--- src/rtl/exp_io_mailbox_if.sv ---
// CPU expansion-bus and host byte-stream signals of the I/O mailbox.
// The slave modport is the peripheral's view; master is the motherboard/host side.
interface exp_io_mailbox_if;
    logic [15:0] cpu_addr;
    logic [7:0]  cpu_dout;
    logic        iorq;
    logic        rd;
    logic        wr;
    logic        m1;
    logic [7:0]  cpu_din;
    logic        irq;

    logic [7:0]  tx_data;
    logic        tx_valid;
    logic        tx_ready;
    logic [7:0]  rx_data;
    logic        rx_valid;
    logic        rx_ready;

    modport master (
        output cpu_addr, cpu_dout, iorq, rd, wr, m1, tx_ready, rx_data, rx_valid,
        input  cpu_din, irq, tx_data, tx_valid, rx_ready
    );

    modport slave (
        input  cpu_addr, cpu_dout, iorq, rd, wr, m1, tx_ready, rx_data, rx_valid,
        output cpu_din, irq, tx_data, tx_valid, rx_ready
    );
endinterface

--- src/rtl/exp_io_mailbox.sv ---
// Z80 I/O-port mailbox: data port pushes TX / pops RX, status/control port at BASE+1,
// with two circular byte FIFOs shared with host-side logic and a level interrupt.
module exp_io_mailbox #(
    parameter logic [7:0]  BASE  = 8'hD0,
    parameter int unsigned DEPTH = 16
) (
    input logic             clk,
    input logic             reset,
    exp_io_mailbox_if.slave bus
);

    localparam int unsigned PtrW = $clog2(DEPTH);
    localparam int unsigned CntW = PtrW + 1;
    localparam logic [CntW-1:0] FullCnt = CntW'(DEPTH);

    // Bus decode and strobe edge detection
    logic hit, a0, io_w, io_r;
    logic io_w_q, io_w_d, io_r_q, io_r_d;
    logic w_rise, r_rise, r_fall;
    logic data_wr, ctrl_wr, flush, clr_ovf;

    // TX FIFO (Z80 -> host)
    logic [7:0]      tx_mem_q [DEPTH];
    logic [7:0]      tx_mem_d [DEPTH];
    logic [PtrW-1:0] tx_wptr_q, tx_wptr_d, tx_rptr_q, tx_rptr_d;
    logic [CntW-1:0] tx_cnt_q, tx_cnt_d;
    logic            tx_full, tx_empty, tx_push, tx_pop, tx_ovf_set;

    // RX FIFO (host -> Z80)
    logic [7:0]      rx_mem_q [DEPTH];
    logic [7:0]      rx_mem_d [DEPTH];
    logic [PtrW-1:0] rx_wptr_q, rx_wptr_d, rx_rptr_q, rx_rptr_d;
    logic [CntW-1:0] rx_cnt_q, rx_cnt_d;
    logic            rx_full, rx_empty, rx_push, rx_pop, rx_ovf_set;

    // Control/status and outputs
    logic       irq_en_q, irq_en_d;
    logic       tx_ovf_q, tx_ovf_d, rx_ovf_q, rx_ovf_d;
    logic       rd_pend_q, rd_pend_d;
    logic [7:0] cpu_din_q, cpu_din_d;
    logic       irq_q, irq_d;
    logic [7:0] status;

    always_comb begin
        hit  = (bus.cpu_addr[15:8] == 8'hFB) && (bus.cpu_addr[7:1] == BASE[7:1]);
        a0   = bus.cpu_addr[0];
        io_w = bus.iorq & bus.wr & ~bus.m1 & hit;
        io_r = bus.iorq & bus.rd & ~bus.m1 & hit;

        io_w_d = io_w;
        io_r_d = io_r;
        w_rise = io_w & ~io_w_q;
        r_rise = io_r & ~io_r_q;
        r_fall = ~io_r & io_r_q;

        data_wr = w_rise & ~a0;
        ctrl_wr = w_rise & a0;
        flush   = ctrl_wr & bus.cpu_dout[5];
        clr_ovf = ctrl_wr & bus.cpu_dout[6];
    end

    // Handshake and overflow decisions use the pre-cycle counts.
    always_comb begin
        tx_full  = (tx_cnt_q == FullCnt);
        tx_empty = (tx_cnt_q == '0);
        rx_full  = (rx_cnt_q == FullCnt);
        rx_empty = (rx_cnt_q == '0);

        tx_pop     = ~tx_empty & bus.tx_ready;
        tx_push    = data_wr & (~tx_full | tx_pop);
        tx_ovf_set = data_wr & tx_full & ~tx_pop;

        rx_push    = bus.rx_valid & ~rx_full;
        rx_ovf_set = bus.rx_valid & rx_full;
        rx_pop     = r_fall & rd_pend_q & ~rx_empty;
    end

    always_comb begin
        tx_mem_d  = tx_mem_q;
        tx_wptr_d = tx_wptr_q;
        tx_rptr_d = tx_rptr_q;
        tx_cnt_d  = tx_cnt_q;
        if (flush) begin
            tx_wptr_d = '0;
            tx_rptr_d = '0;
            tx_cnt_d  = '0;
        end else begin
            if (tx_push) begin
                tx_mem_d[tx_wptr_q] = bus.cpu_dout;
                tx_wptr_d           = tx_wptr_q + 1'b1;
            end
            if (tx_pop) begin
                tx_rptr_d = tx_rptr_q + 1'b1;
            end
            if (tx_push && !tx_pop) begin
                tx_cnt_d = tx_cnt_q + 1'b1;
            end else if (tx_pop && !tx_push) begin
                tx_cnt_d = tx_cnt_q - 1'b1;
            end
        end
    end

    always_comb begin
        rx_mem_d  = rx_mem_q;
        rx_wptr_d = rx_wptr_q;
        rx_rptr_d = rx_rptr_q;
        rx_cnt_d  = rx_cnt_q;
        if (flush) begin
            rx_wptr_d = '0;
            rx_rptr_d = '0;
            rx_cnt_d  = '0;
        end else begin
            if (rx_push) begin
                rx_mem_d[rx_wptr_q] = bus.rx_data;
                rx_wptr_d           = rx_wptr_q + 1'b1;
            end
            if (rx_pop) begin
                rx_rptr_d = rx_rptr_q + 1'b1;
            end
            if (rx_push && !rx_pop) begin
                rx_cnt_d = rx_cnt_q + 1'b1;
            end else if (rx_pop && !rx_push) begin
                rx_cnt_d = rx_cnt_q - 1'b1;
            end
        end
    end

    always_comb begin
        status = {irq_en_q, 3'b000, tx_ovf_q, rx_ovf_q, ~tx_full, ~rx_empty};

        irq_en_d = ctrl_wr ? bus.cpu_dout[7] : irq_en_q;
        tx_ovf_d = (tx_ovf_q & ~clr_ovf) | tx_ovf_set;
        rx_ovf_d = (rx_ovf_q & ~clr_ovf) | rx_ovf_set;

        // A read that found RX empty must not pop a byte that arrives before it ends.
        rd_pend_d = rd_pend_q;
        if (r_fall || flush) begin
            rd_pend_d = 1'b0;
        end
        if (r_rise && !a0) begin
            rd_pend_d = ~rx_empty;
        end

        cpu_din_d = 8'hFF;
        if (io_r) begin
            if (a0) begin
                cpu_din_d = status;
            end else if (!rx_empty) begin
                cpu_din_d = rx_mem_q[rx_rptr_q];
            end
        end

        irq_d = irq_en_q & ~rx_empty;
    end

    // History registers reset high so a strobe held through reset is never seen as an edge.
    always_ff @(posedge clk) begin
        if (reset) begin
            io_w_q    <= 1'b1;
            io_r_q    <= 1'b1;
            tx_mem_q  <= '{default: '0};
            tx_wptr_q <= '0;
            tx_rptr_q <= '0;
            tx_cnt_q  <= '0;
            rx_mem_q  <= '{default: '0};
            rx_wptr_q <= '0;
            rx_rptr_q <= '0;
            rx_cnt_q  <= '0;
            irq_en_q  <= 1'b0;
            tx_ovf_q  <= 1'b0;
            rx_ovf_q  <= 1'b0;
            rd_pend_q <= 1'b0;
            cpu_din_q <= 8'hFF;
            irq_q     <= 1'b0;
        end else begin
            io_w_q    <= io_w_d;
            io_r_q    <= io_r_d;
            tx_mem_q  <= tx_mem_d;
            tx_wptr_q <= tx_wptr_d;
            tx_rptr_q <= tx_rptr_d;
            tx_cnt_q  <= tx_cnt_d;
            rx_mem_q  <= rx_mem_d;
            rx_wptr_q <= rx_wptr_d;
            rx_rptr_q <= rx_rptr_d;
            rx_cnt_q  <= rx_cnt_d;
            irq_en_q  <= irq_en_d;
            tx_ovf_q  <= tx_ovf_d;
            rx_ovf_q  <= rx_ovf_d;
            rd_pend_q <= rd_pend_d;
            cpu_din_q <= cpu_din_d;
            irq_q     <= irq_d;
        end
    end

    assign bus.cpu_din  = cpu_din_q;
    assign bus.irq      = irq_q;
    assign bus.tx_data  = tx_mem_q[tx_rptr_q];
    assign bus.tx_valid = ~tx_empty;
    assign bus.rx_ready = ~rx_full;

endmodule

--- src/flat_wrapper.sv ---
// flat-port wrapper written by rule: the top's interface ports become plain ports
module exp_io_mailbox_flat 
#(
    parameter logic [7:0]  BASE  = 8'hD0,
    parameter int unsigned DEPTH = 16
)
  (clk, reset, bus_cpu_addr, bus_cpu_dout, bus_iorq, bus_rd, bus_wr, bus_m1, bus_tx_ready, bus_rx_data, bus_rx_valid, bus_cpu_din, bus_irq, bus_tx_data, bus_tx_valid, bus_rx_ready);
  exp_io_mailbox_if bus_i ();
  input logic clk;
  input logic reset;
  input wire logic [$bits(bus_i.cpu_addr)-1:0] bus_cpu_addr;
  input wire logic [$bits(bus_i.cpu_dout)-1:0] bus_cpu_dout;
  input wire logic [$bits(bus_i.iorq)-1:0] bus_iorq;
  input wire logic [$bits(bus_i.rd)-1:0] bus_rd;
  input wire logic [$bits(bus_i.wr)-1:0] bus_wr;
  input wire logic [$bits(bus_i.m1)-1:0] bus_m1;
  input wire logic [$bits(bus_i.tx_ready)-1:0] bus_tx_ready;
  input wire logic [$bits(bus_i.rx_data)-1:0] bus_rx_data;
  input wire logic [$bits(bus_i.rx_valid)-1:0] bus_rx_valid;
  output wire logic [$bits(bus_i.cpu_din)-1:0] bus_cpu_din;
  output wire logic [$bits(bus_i.irq)-1:0] bus_irq;
  output wire logic [$bits(bus_i.tx_data)-1:0] bus_tx_data;
  output wire logic [$bits(bus_i.tx_valid)-1:0] bus_tx_valid;
  output wire logic [$bits(bus_i.rx_ready)-1:0] bus_rx_ready;
  assign bus_i.cpu_addr = bus_cpu_addr;
  assign bus_i.cpu_dout = bus_cpu_dout;
  assign bus_i.iorq = bus_iorq;
  assign bus_i.rd = bus_rd;
  assign bus_i.wr = bus_wr;
  assign bus_i.m1 = bus_m1;
  assign bus_i.tx_ready = bus_tx_ready;
  assign bus_i.rx_data = bus_rx_data;
  assign bus_i.rx_valid = bus_rx_valid;
  assign bus_cpu_din = bus_i.cpu_din;
  assign bus_irq = bus_i.irq;
  assign bus_tx_data = bus_i.tx_data;
  assign bus_tx_valid = bus_i.tx_valid;
  assign bus_rx_ready = bus_i.rx_ready;
  exp_io_mailbox #(.BASE(BASE), .DEPTH(DEPTH)) u_core (.clk(clk), .reset(reset), .bus(bus_i));
endmodule
--- config.mk ---
export PLATFORM = sky130hd
export DESIGN_NAME = exp_io_mailbox_flat
export DESIGN_NICKNAME = d
export VERILOG_FILES = /design/src/rtl/exp_io_mailbox_if.sv /design/src/rtl/exp_io_mailbox.sv /design/src/flat_wrapper.sv
export SDC_FILE = /design/constraint.sdc
export NUM_CORES = 1
export LEC_CHECK = 0
export CAP_MARGIN = 25
export CORE_UTILIZATION = 58
export DETAILED_ROUTE_END_ITERATION = 6
export DONT_BUFFER_PORTS = 1
export GPL_TIMING_DRIVEN = 0
export PLACE_DENSITY_LB_ADDON = 0.3
export SLEW_MARGIN = 20
export SYNTH_ARGS = -nofsm -noshare
export SYNTH_HDL_FRONTEND = slang
export SYNTH_SLANG_ARGS = --single-unit
--- constraint.sdc ---
create_clock -name clk -period 3.15 [get_ports clk]
set_input_delay 0.315 -clock clk [delete_from_list [all_inputs] [get_ports clk]]
set_output_delay 0.315 -clock clk [all_outputs]
set_load 0.005 [all_outputs]
==> impl.org, run 1 <==
** Status
- The flow ran to the end, and the final reports show no timing, DRC or antenna violations.

** Layout
- Share of post-route cells with drive strength above 1 :: 0.129
- Net total in the final layout :: 1568
- Summing all flip-flop and latch instances after layout gives 5950 sq um.
- In the final layout, the multi-input gates occupy 7340 sq um.
- Non-Filler Cell Area, Final :: 15500 sq um
- The repair_antennas step left the layout with diodes totalling 0.
- Area growth from synthesis to layout :: 11.9%
- Filler cell count in the final layout :: 1841

** Timing
- Transition time at the pin with the least slew margin :: 0.836 ns
- Final hold viol count :: 0
- Final clock period utilization by the worst path :: 0.975
- Slew Limit Fails :: 0
- Timing would allow up to 326 MHz.
- Setup repair after global routing could not meet its margin everywhere.
- Min setup slack post-route :: 0.0784 ns
- In the final timing run, aggregate negative setup slack is 0 ns.
- Subtracting the final worst setup slack from the clock period gives 3.07 ns.
- Setup skew after layout :: 0.0274 ns
- Setup-failing EPs final :: 0
- In this run the tightest slew margin relative to its limit is 0.442.
- Final hold analysis gives a worst-case slack of 0.0379 ns.

** CTS
- In this run the deepest clock path goes through 3 buffers.
- For the worst-skew pair, the clock arrives at the later sink with an insertion delay of 0.57 ns.
- Clock Root Buffer :: sky130_fd_sc_hd__clkbuf_16
- Num CTS Buffers :: 30
- In this run the number of H-tree levels came out at 1.
- CTS tree :: done
- For this design, the sink count on the clock tree is 297.
- Clock-pin slew was measured on the worst setup and hold paths at 0.06 ns.

** Pwr
- Share of total power in sequential cells :: 0.432
- The internal portion of the total power is 6.75 mW.
- The worst-case IR drop observed on VDD is 0.000391 V.
- Total Power :: 9.19 mW
- The share of total power dissipated in the clock network is 0.417.
- Static leakage :: 6.44 nW
- Of the total power, the share spent switching nets is 0.266.
- Net switching power figure :: 2.45 mW
- Of the total power, combinational logic draws 0.151.
- Power spread over the standard cell area amounts to 593 nW/um^2.

** Routing
- Final Routed Wirelength :: 38900 um
- The first detailed-routing pass ran for 6 iterations.
- DRC violation total after the first TritonRoute iteration :: 1285
- DRC viols :: 0
- Dividing the detail-routed via count by the number of cells gives 6.42.
- Remaining antenna violation count after routing :: 0
- In the final routed layout, each cell accounts on average for 21.0 um.
- Vias :: 11892

** Global route
- In this run the most used layer during global routing was met2.
- Number of antenna violations at the first check in global routing :: 0
- Global routing finished with a remaining overflow of 0.
- For met1 alone, demand over resource in global routing was 0.471.
- Met2 routing resource usage after global routing :: 0.473
- M3 GR Usage :: 0.0667
- Overall Global Routing Usage :: 0.321
- Wire length of the first global-routing pass :: 60600 um
- Pin count of the biggest net entering global routing :: 15
- The via count of the first global-routing pass came to 10851.

** Critical path
- CP max stage cell :: sky130_fd_sc_hd__clkbuf_1
- Arr. time, crit path :: 2.76 ns
- Source of the critical timing path :: u_core.tx_rptr_q[1]
- STA classifies the critical path endpoint as a primary output.
- Launch point of the worst reg-to-reg path :: u_core.tx_cnt_q[1]
- STA classifies the critical path startpoint as a register.
- Traced cell by cell, the critical path runs through clkbuf_1 > clkbuf_1 > mux4_2 > mux4_2.
- CP required :: 2.83 ns
- In this run the worst path has a maximum fanout of 10.
- For flop-to-flop paths, the worst setup slack is 0.16 ns.
- Category of the critical setup timing path :: reg -> out
- In this design, the stage delay of the slowest critical-path cell is 0.57 ns.

** Yosys
- Yosys attributes the largest share of cell area to sky130_fd_sc_hd__dfxtp_1 43%, sky130_fd_sc_hd__mux4_2 11%, sky130_fd_sc_hd__mux2i_1 10%.
- Counting every net in the synthesized netlist gives 1525.
- The portion of synthesized area spent on multiplexers is 0.219.
- In this run, distinct cell masters in the synthesized netlist total 47.
- Cell types with the highest counts after synthesis :: 297 x sky130_fd_sc_hd__dfxtp_1, 174 x sky130_fd_sc_hd__nor2_1, 160 x sky130_fd_sc_hd__nand3_1
- Counting flops with a built-in enable in the synthesized netlist gives 0.
- Sequential cell area fraction in the yosys report :: 0.429
- Share of the synthesized area in compound gates (AO/OA/AOI/OAI) :: 0.117
- The synthesized design contains 297 register bits.
- Adder-cell area share of the yosys netlist :: 0.0191
- After synthesis, the largest family of logic cells by area is multiplexers.
- During synthesis, Yosys emitted a total of 0 warnings.
- Of the total synthesized cell area, the portion taken by XOR and XNOR cells is 0.00948.
- Mapped cell area :: 13900 sq um
- Fraction of the mapped netlist area in simple logic gates :: 0.162
- sky130_fd_sc_hd__dfxtp_1 is the most common cell in the netlist.
- Synthesis produced a netlist whose cell count is 1465.
- Averaged over all synthesized cells, the footprint is 9.46 sq um.
- For this run, the leading register cell type out of synthesis is sky130_fd_sc_hd__dfxtp_1.
- sky130_fd_sc_hd__dfxtp_1 takes more of the synthesized area than any other cell.
- Async set-reset flop share out of synthesis :: 0
- Post-synth top area share :: 0.429

** Placement
- Placer Congestion :: 0.914
- At the placement stage, the worst setup path has a slack of -0.567 ns.
- Number of buffers added on ports :: 0
- In this run the cell area measured after placement is 14300 sq um.
- After legalization and detailed placement, the total HPWL measured 26900 um.

** Die
- Row count :: 56
- Initial core utilization :: 0.590
- The die covers 24500 sq um.
- Top Ports :: 59
- The die is 157 um wide.
- Die extent in y :: 157 um
- Total core area :: 23500 sq um

** Min path
- Worst hold path class :: in -> reg
- HP Start :: bus_rd

** Run
- Across the run, the number of max-cap violations was 0.
-- registers in the layout, summed over array words and instances, names as in the netlist --
signal and cells:
u_core.bus.cpu_din 8, u_core.bus.irq 1, u_core.io_r_q 1, u_core.io_w_q 1
u_core.irq_en_q 1, u_core.rd_pend_q 1, u_core.rx_cnt_q 5, u_core.rx_mem_q 128
u_core.rx_ovf_q 1, u_core.rx_rptr_q 4, u_core.rx_wptr_q 4, u_core.tx_cnt_q 5
u_core.tx_mem_q 128, u_core.tx_ovf_q 1, u_core.tx_rptr_q 4, u_core.tx_wptr_q 4
-- critical path, delay by kind of cell (launching register included) --
| family | cells | cell delay (ns) |
|---|---|---|
| multiplexers | 2 | 0.98 |
| buffers and inverters | 2 | 0.87 |
| flip-flops | 1 | 0.33 |
-- worst paths after layout --
check                         to  depth (start not counted)
max               bus_tx_data[7]                          4
min          u_core.rx_rptr_q[1]                          3
max reg2reg   u_core.tx_cnt_q[4]                         11
min reg2reg      u_core.tx_ovf_q                          2
-- area by class of cell --
cell class	count	area share
inverter	17	0.00411
timing repair buffer	11	0.00661
multi-input combinational	1012	0.473
sequential	297	0.384
tap	319	0.0257
buffer	139	0.0377
clock inverter	14	0.0130
clock buffer	42	0.0559
-- per-stage QoR --
step,std cells,utilization
6_report,1851,0.661
5_1_grt,1851,0.661
4_1_cts,1850,0.659
3_5_place_dp,1784,0.607
3_3_place_gp,1784,0.607
2_1_floorplan,1465,-
-- repair_timing --
item,4_1_cts,5_1_grt
hold buffers,8,0
endpoints found under the hold margin,33,0
setup endpoints to repair,13,10
resized for setup,11,23
pin swaps,1,3
buffers inserted,2,1
-- routing by layer --
| metal | part of all wire | vias to the layer above |
|---|---|---|
| met5 | 0 | - |
| met1 | 0.43 | 5780 |
| li1 | - | 5355 |
| met2 | 0.43 | 688 |
| met4 | 0.025 | 0 |
| met3 | 0.11 | 69 |
-- power by group through the flow --
stage / Sequential (mW) / Clock, mW / Combinational (mW)
floorplan: 4.00 / 0 / 0.958
global placement: 4.02 / 0 / 1.24
detailed placement: 4.02 / 0 / 1.26
CTS: 3.96 / 3.85 / 1.35
global route: 3.98 / 4.00 / 1.53
finish: 3.97 / 3.83 / 1.39
-- cell families after synthesis --
| logic type | count (synthesis) |
|---|---|
| AOI/OAI and AO/OA | 312 |
| xor gates and xnor gates | 15 |
| adders and majority gates | 20 |
| buffers and inverters | 156 |
| DFF | 297 |
| muxes | 218 |
| and+or+nand+nor | 447 |
-- cells in the final DEF, fill, tap and decap left out, types with 7 or more instances in the layout --
cell type                       Yosys  routed
sky130_fd_sc_hd__nand2b_1          12      12
sky130_fd_sc_hd__dfxtp_1          297     293
sky130_fd_sc_hd__o21ai_0          135     135
sky130_fd_sc_hd__clkbuf_16          0      31
sky130_fd_sc_hd__nand3_1          160     160
sky130_fd_sc_hd__buf_1             29      29
sky130_fd_sc_hd__nand2_1           18      18
sky130_fd_sc_hd__or3_1              8       8
sky130_fd_sc_hd__clkinv_2           0       7
sky130_fd_sc_hd__inv_1             17      15
sky130_fd_sc_hd__clkbuf_2          10      12
sky130_fd_sc_hd__and3_1            18      18
sky130_fd_sc_hd__mux4_2            67      67
sky130_fd_sc_hd__nor2b_1            8       8
sky130_fd_sc_hd__clkbuf_1          81      83
sky130_fd_sc_hd__nor2_1           174     174
sky130_fd_sc_hd__xnor2_1            8       8
sky130_fd_sc_hd__ha_1              18      17
sky130_fd_sc_hd__a21oi_1          148     146
sky130_fd_sc_hd__nor3_1             8       8
sky130_fd_sc_hd__buf_4              2      10
sky130_fd_sc_hd__dlygate4sd3_1      0       8
sky130_fd_sc_hd__xor2_1             7       7
sky130_fd_sc_hd__nand4_2           15      15
sky130_fd_sc_hd__mux2_2             7       7
sky130_fd_sc_hd__mux2i_1          144     144
sky130_fd_sc_hd__buf_2             17      12
Note: power is estimated with default switching activity, not from simulation.
==> inputs of run 2 (changes only) <==
--- a/config.mk
+++ b/config.mk
@@ -6,7 +6,7 @@
 export NUM_CORES = 1
 export LEC_CHECK = 0
 export CAP_MARGIN = 25
-export CORE_UTILIZATION = 58
+export CORE_UTILIZATION = 60
 export DETAILED_ROUTE_END_ITERATION = 6
 export DONT_BUFFER_PORTS = 1
 export GPL_TIMING_DRIVEN = 0
==> constraint.sdc (replaced) <==
create_clock -name clk -period 3.2 [get_ports clk]
set_input_delay 0.32 -clock clk [delete_from_list [all_inputs] [get_ports clk]]
set_output_delay 0.32 -clock clk [all_outputs]
set_load 0.005 [all_outputs]
==> run 2 against run 1 <==
Compared with the run above:
- critical path depth did not move
- first-iteration DRC count rose by 22%
- largest cell class unchanged
- sequential share of layout area rose by 0.29 points
- utilization rose by 1.9 points
- setup slack improved by 0.031 ns
- global-route usage rose by 1.5 points
- clock power fell by 6.8%
- cell count fell by 1.8%
- wire length rose by 2.5%
- sequential power fell by 2%
- critical endpoint unchanged
==> impl.org, run 2 (synthesis gave the netlist of run 1 again) <==
** CTS
- The clock tree root driver cell was sky130_fd_sc_hd__clkbuf_16 (unchanged).
- The number of sinks driven by the clock tree was 297 (unchanged).
- The number of buffers on the longest clock path is 3 (unchanged).
- Clock-pin slew on the worst setup and hold paths :: 0.06 ns (about the same)
- The CTS tree was done (unchanged).
- The H-tree depth was 1 (unchanged).
- Clock insertion delay at the later pin of the skew report :: 0.57 ns (about the same)
- The number of CTS-inserted buffers is 30 (unchanged).

** Routing
- The via density per instance is 6.55 (was 6.42).
- DRC viols :: 0 (unchanged)
- DRC violation total after the first TritonRoute iteration :: 1573 (was 1285)
- The first-pass iteration count of the detailed router is 5 (was 6).
- Final Routed Wirelength :: 39900 um (was 38900 um)
- The count of antenna-violating nets left after detailed routing is 0 (unchanged).
- The average routed wire per standard cell was 21.9 um (was 21.0 um).
- Vias :: 11908 (was 11892)

** Layout
- Leading cell types in the layout, fill and taps excluded :: 295 x sky130_fd_sc_hd__dfxtp_1, 174 x sky130_fd_sc_hd__nor2_1, 160 x sky130_fd_sc_hd__nand3_1 (was 293 x sky130_fd_sc_hd__dfxtp_1, 174 x sky130_fd_sc_hd__nor2_1, 160 x sky130_fd_sc_hd__nand3_1)
- Area growth from synthesis to layout :: 11.0% (was 11.9%)
- The post-layout instance count excluding filler cells is 1818 (was 1851).
- Commonest non-fill, non-tap cell in the layout :: sky130_fd_sc_hd__dfxtp_1 (unchanged)
- Net total in the final layout :: 1569 (was 1568)
- Share of post-route cells with drive strength above 1 :: 0.124 (was 0.129)

** Critical path
- The worst reg-to-reg setup slack came to 0.17 ns (was 0.16 ns).
- The delay of the slowest cell on the worst path came to 0.56 ns (was 0.57 ns).
- Arr. time, crit path :: 2.77 ns (was 2.76 ns)
- Kind of capture point of the worst setup path :: primary output (unchanged)
- FF-to-FF End :: u_core.rx_cnt_q[4] (was u_core.tx_cnt_q[4])
- Endpoint of the worst setup timing path :: bus_tx_data[7] (unchanged)
- R2R cell count :: 12 (was 11)
- Ordered list of cells on the worst path :: clkbuf_1 > clkbuf_1 > mux4_2 > mux4_2 (unchanged)
- CP required :: 2.88 ns (was 2.83 ns)
- The beginning of the worst register-to-register path was u_core.rx_cnt_q[2] (was u_core.tx_cnt_q[1]).
- Category of the critical setup timing path :: reg -> out (unchanged)
- Source of the critical timing path :: u_core.tx_rptr_q[1] (unchanged)
- Top fanout value on the critical path :: 10 (unchanged)
- The startpoint class of the critical path is a register (unchanged).
- CP max stage cell :: sky130_fd_sc_hd__clkbuf_1 (unchanged)

** Global route
- Pin count of the biggest net entering global routing :: 15 (unchanged)
- The overflow left after global routing was 0 (unchanged).
- The initial antenna violation count was 5 (was 0).
- The via count of the first global-routing pass was 11145 (was 10851).
- Wire length of the first global-routing pass :: 62200 um (was 60600 um)
- Overall Global Routing Usage :: 0.336 (was 0.321)

** Timing
- The hold slack was 0.0775 ns (was 0.0379 ns).
- The number of endpoints failing setup at the final stage came to 0 (unchanged).
- Final clock period utilization by the worst path :: 0.966
- The actual transition at the worst max-transition pin came to 0.807 ns (was 0.836 ns).
- Final hold viol count :: 0 (unchanged)
- Slew Limit Fails :: 0 (unchanged)
- Unrepaired setup endpoints after global routing :: no (was yes)
- The relative max-transition margin is 0.462 (was 0.442).
- Minimum clock period after layout :: 3.09 ns
- Setup skew after layout :: 0.0286 ns (was 0.0274 ns)
- Achievable clock frequency :: 324 MHz

** Pwr
- Static leakage :: 6.41 nW (was 6.44 nW)
- Maximum resistive drop on vdd :: 0.000368 V (was 0.000391 V)
- PD cells :: 574 nW/um^2 (was 593 nW/um^2)
- Total Power :: 8.83 mW (was 9.19 mW)

** Die
- Row count :: 55 (was 56)
- The chip height is 154 um (was 157 um).
- Die Footprint :: 23700 sq um (was 24500 sq um)
- Total core area :: 22600 sq um (was 23500 sq um)
- The number of placed I/O pins is 59 (unchanged).
- The x dimension of the die is 154 um (was 157 um).
- Initial core utilization :: 0.612 (was 0.590)

** Placement
- Number of buffers added on ports :: 0 (unchanged)
- Final HPWL from detailed placement :: 27200 um (was 26900 um)
- Cell count after placement :: 1750 (was 1784)
- Placer Congestion :: 0.909 (was 0.914)

** Run
- Number of max-cap violations :: 0 (unchanged)

** Min path
- Worst hold path class :: in -> reg (unchanged)

** Status
- Run status :: finished clean (unchanged)
[run 2: cell types whose count changed in the layout (fill, tap and decap cells not counted), moves of 2 or more]
cell	previous run	this run
sky130_fd_sc_hd__clkbuf_8	5	7
sky130_fd_sc_hd__dfxtp_2	4	2
sky130_fd_sc_hd__dfxtp_1	293	295
sky130_fd_sc_hd__bufinv_16	5	2
sky130_fd_sc_hd__diode_2	0	2
[run 2: how the worst min path moves through the flow]
stage | from | endpoint | cells after the start
after detailed placement | u_core.tx_ovf_q | u_core.tx_ovf_q | 2
after global placement | u_core.tx_ovf_q | u_core.tx_ovf_q | 2
after CTS | bus_rd | u_core.rx_rptr_q[1] | 3
after global routing | bus_rd | u_core.rx_rptr_q[1] | 3
final | bus_rd | u_core.rx_rptr_q[1] | 3
after floorplan | u_core.tx_ovf_q | u_core.tx_ovf_q | 2
[run 2: per-layer routing]
| metal | vias up | global-route usage | share of wire |
|---|---|---|---|
| li1 | 5360 | - | - |
| met1 | 5723 | 0.477 | 0.41 |
| met2 | 722 | 0.497 | 0.43 |
| met3 | 101 | 0.0885 | 0.12 |
| met4 | 2 | 0.109 | 0.030 |
| met5 | - | 0 | 0.00033 |
[run 2: repair_timing]
item / in CTS / in global routing
endpoints found under the hold margin: 33 / 0
pin swaps: 0 / 1
hold buffers: 8 / 0
endpoints found under the setup margin: 12 / 4
buffers inserted: 1 / 3
resized for setup: 10 / 14
gates cloned: 0 / 0
[run 2: metrics by stage]
| stage | TNS, ns | setup slack (ns) | instance area (sq um) | utilization |
|---|---|---|---|---|
| floorplan | 0 | 0.207 | 13900 | - |
| CTS | 0 | 0.0389 | 15300 | 0.677 |
| finish | 0 | 0.109 | 15400 | 0.680 |
| global route | 0 | 0.0365 | 15400 | 0.680 |
| global placement | -0.810 | -0.404 | 14200 | 0.628 |
| detailed placement | -1.16 | -0.520 | 14200 | 0.628 |
[run 2: cell type report]
cell class / count / area [sq um]
tap: 285 / 357
clock buffer: 44 / 895
antenna: 2 / 5.00
multi-input combinational: 1012 / 7330
buffer: 139 / 581
timing repair buffer: 12 / 110
sequential: 297 / 5950
clock inverter: 10 / 103
inverter: 17 / 63.8
fill: 1739 / 7250
[run 2: where the power goes]
group	total (mW)	internal [mW]	switching, mW
clock network	3.57	2.08	1.49
logic	1.35	0.554	0.798
registers	3.90	3.79	0.113
total	8.83	6.43	2.40
[run 2: worst max-delay path: cells and delay by family, from the launching register on]
family   cells  cell delay [ns]
flops        1             0.34
mux          2             0.98
buf+inv      2             0.89
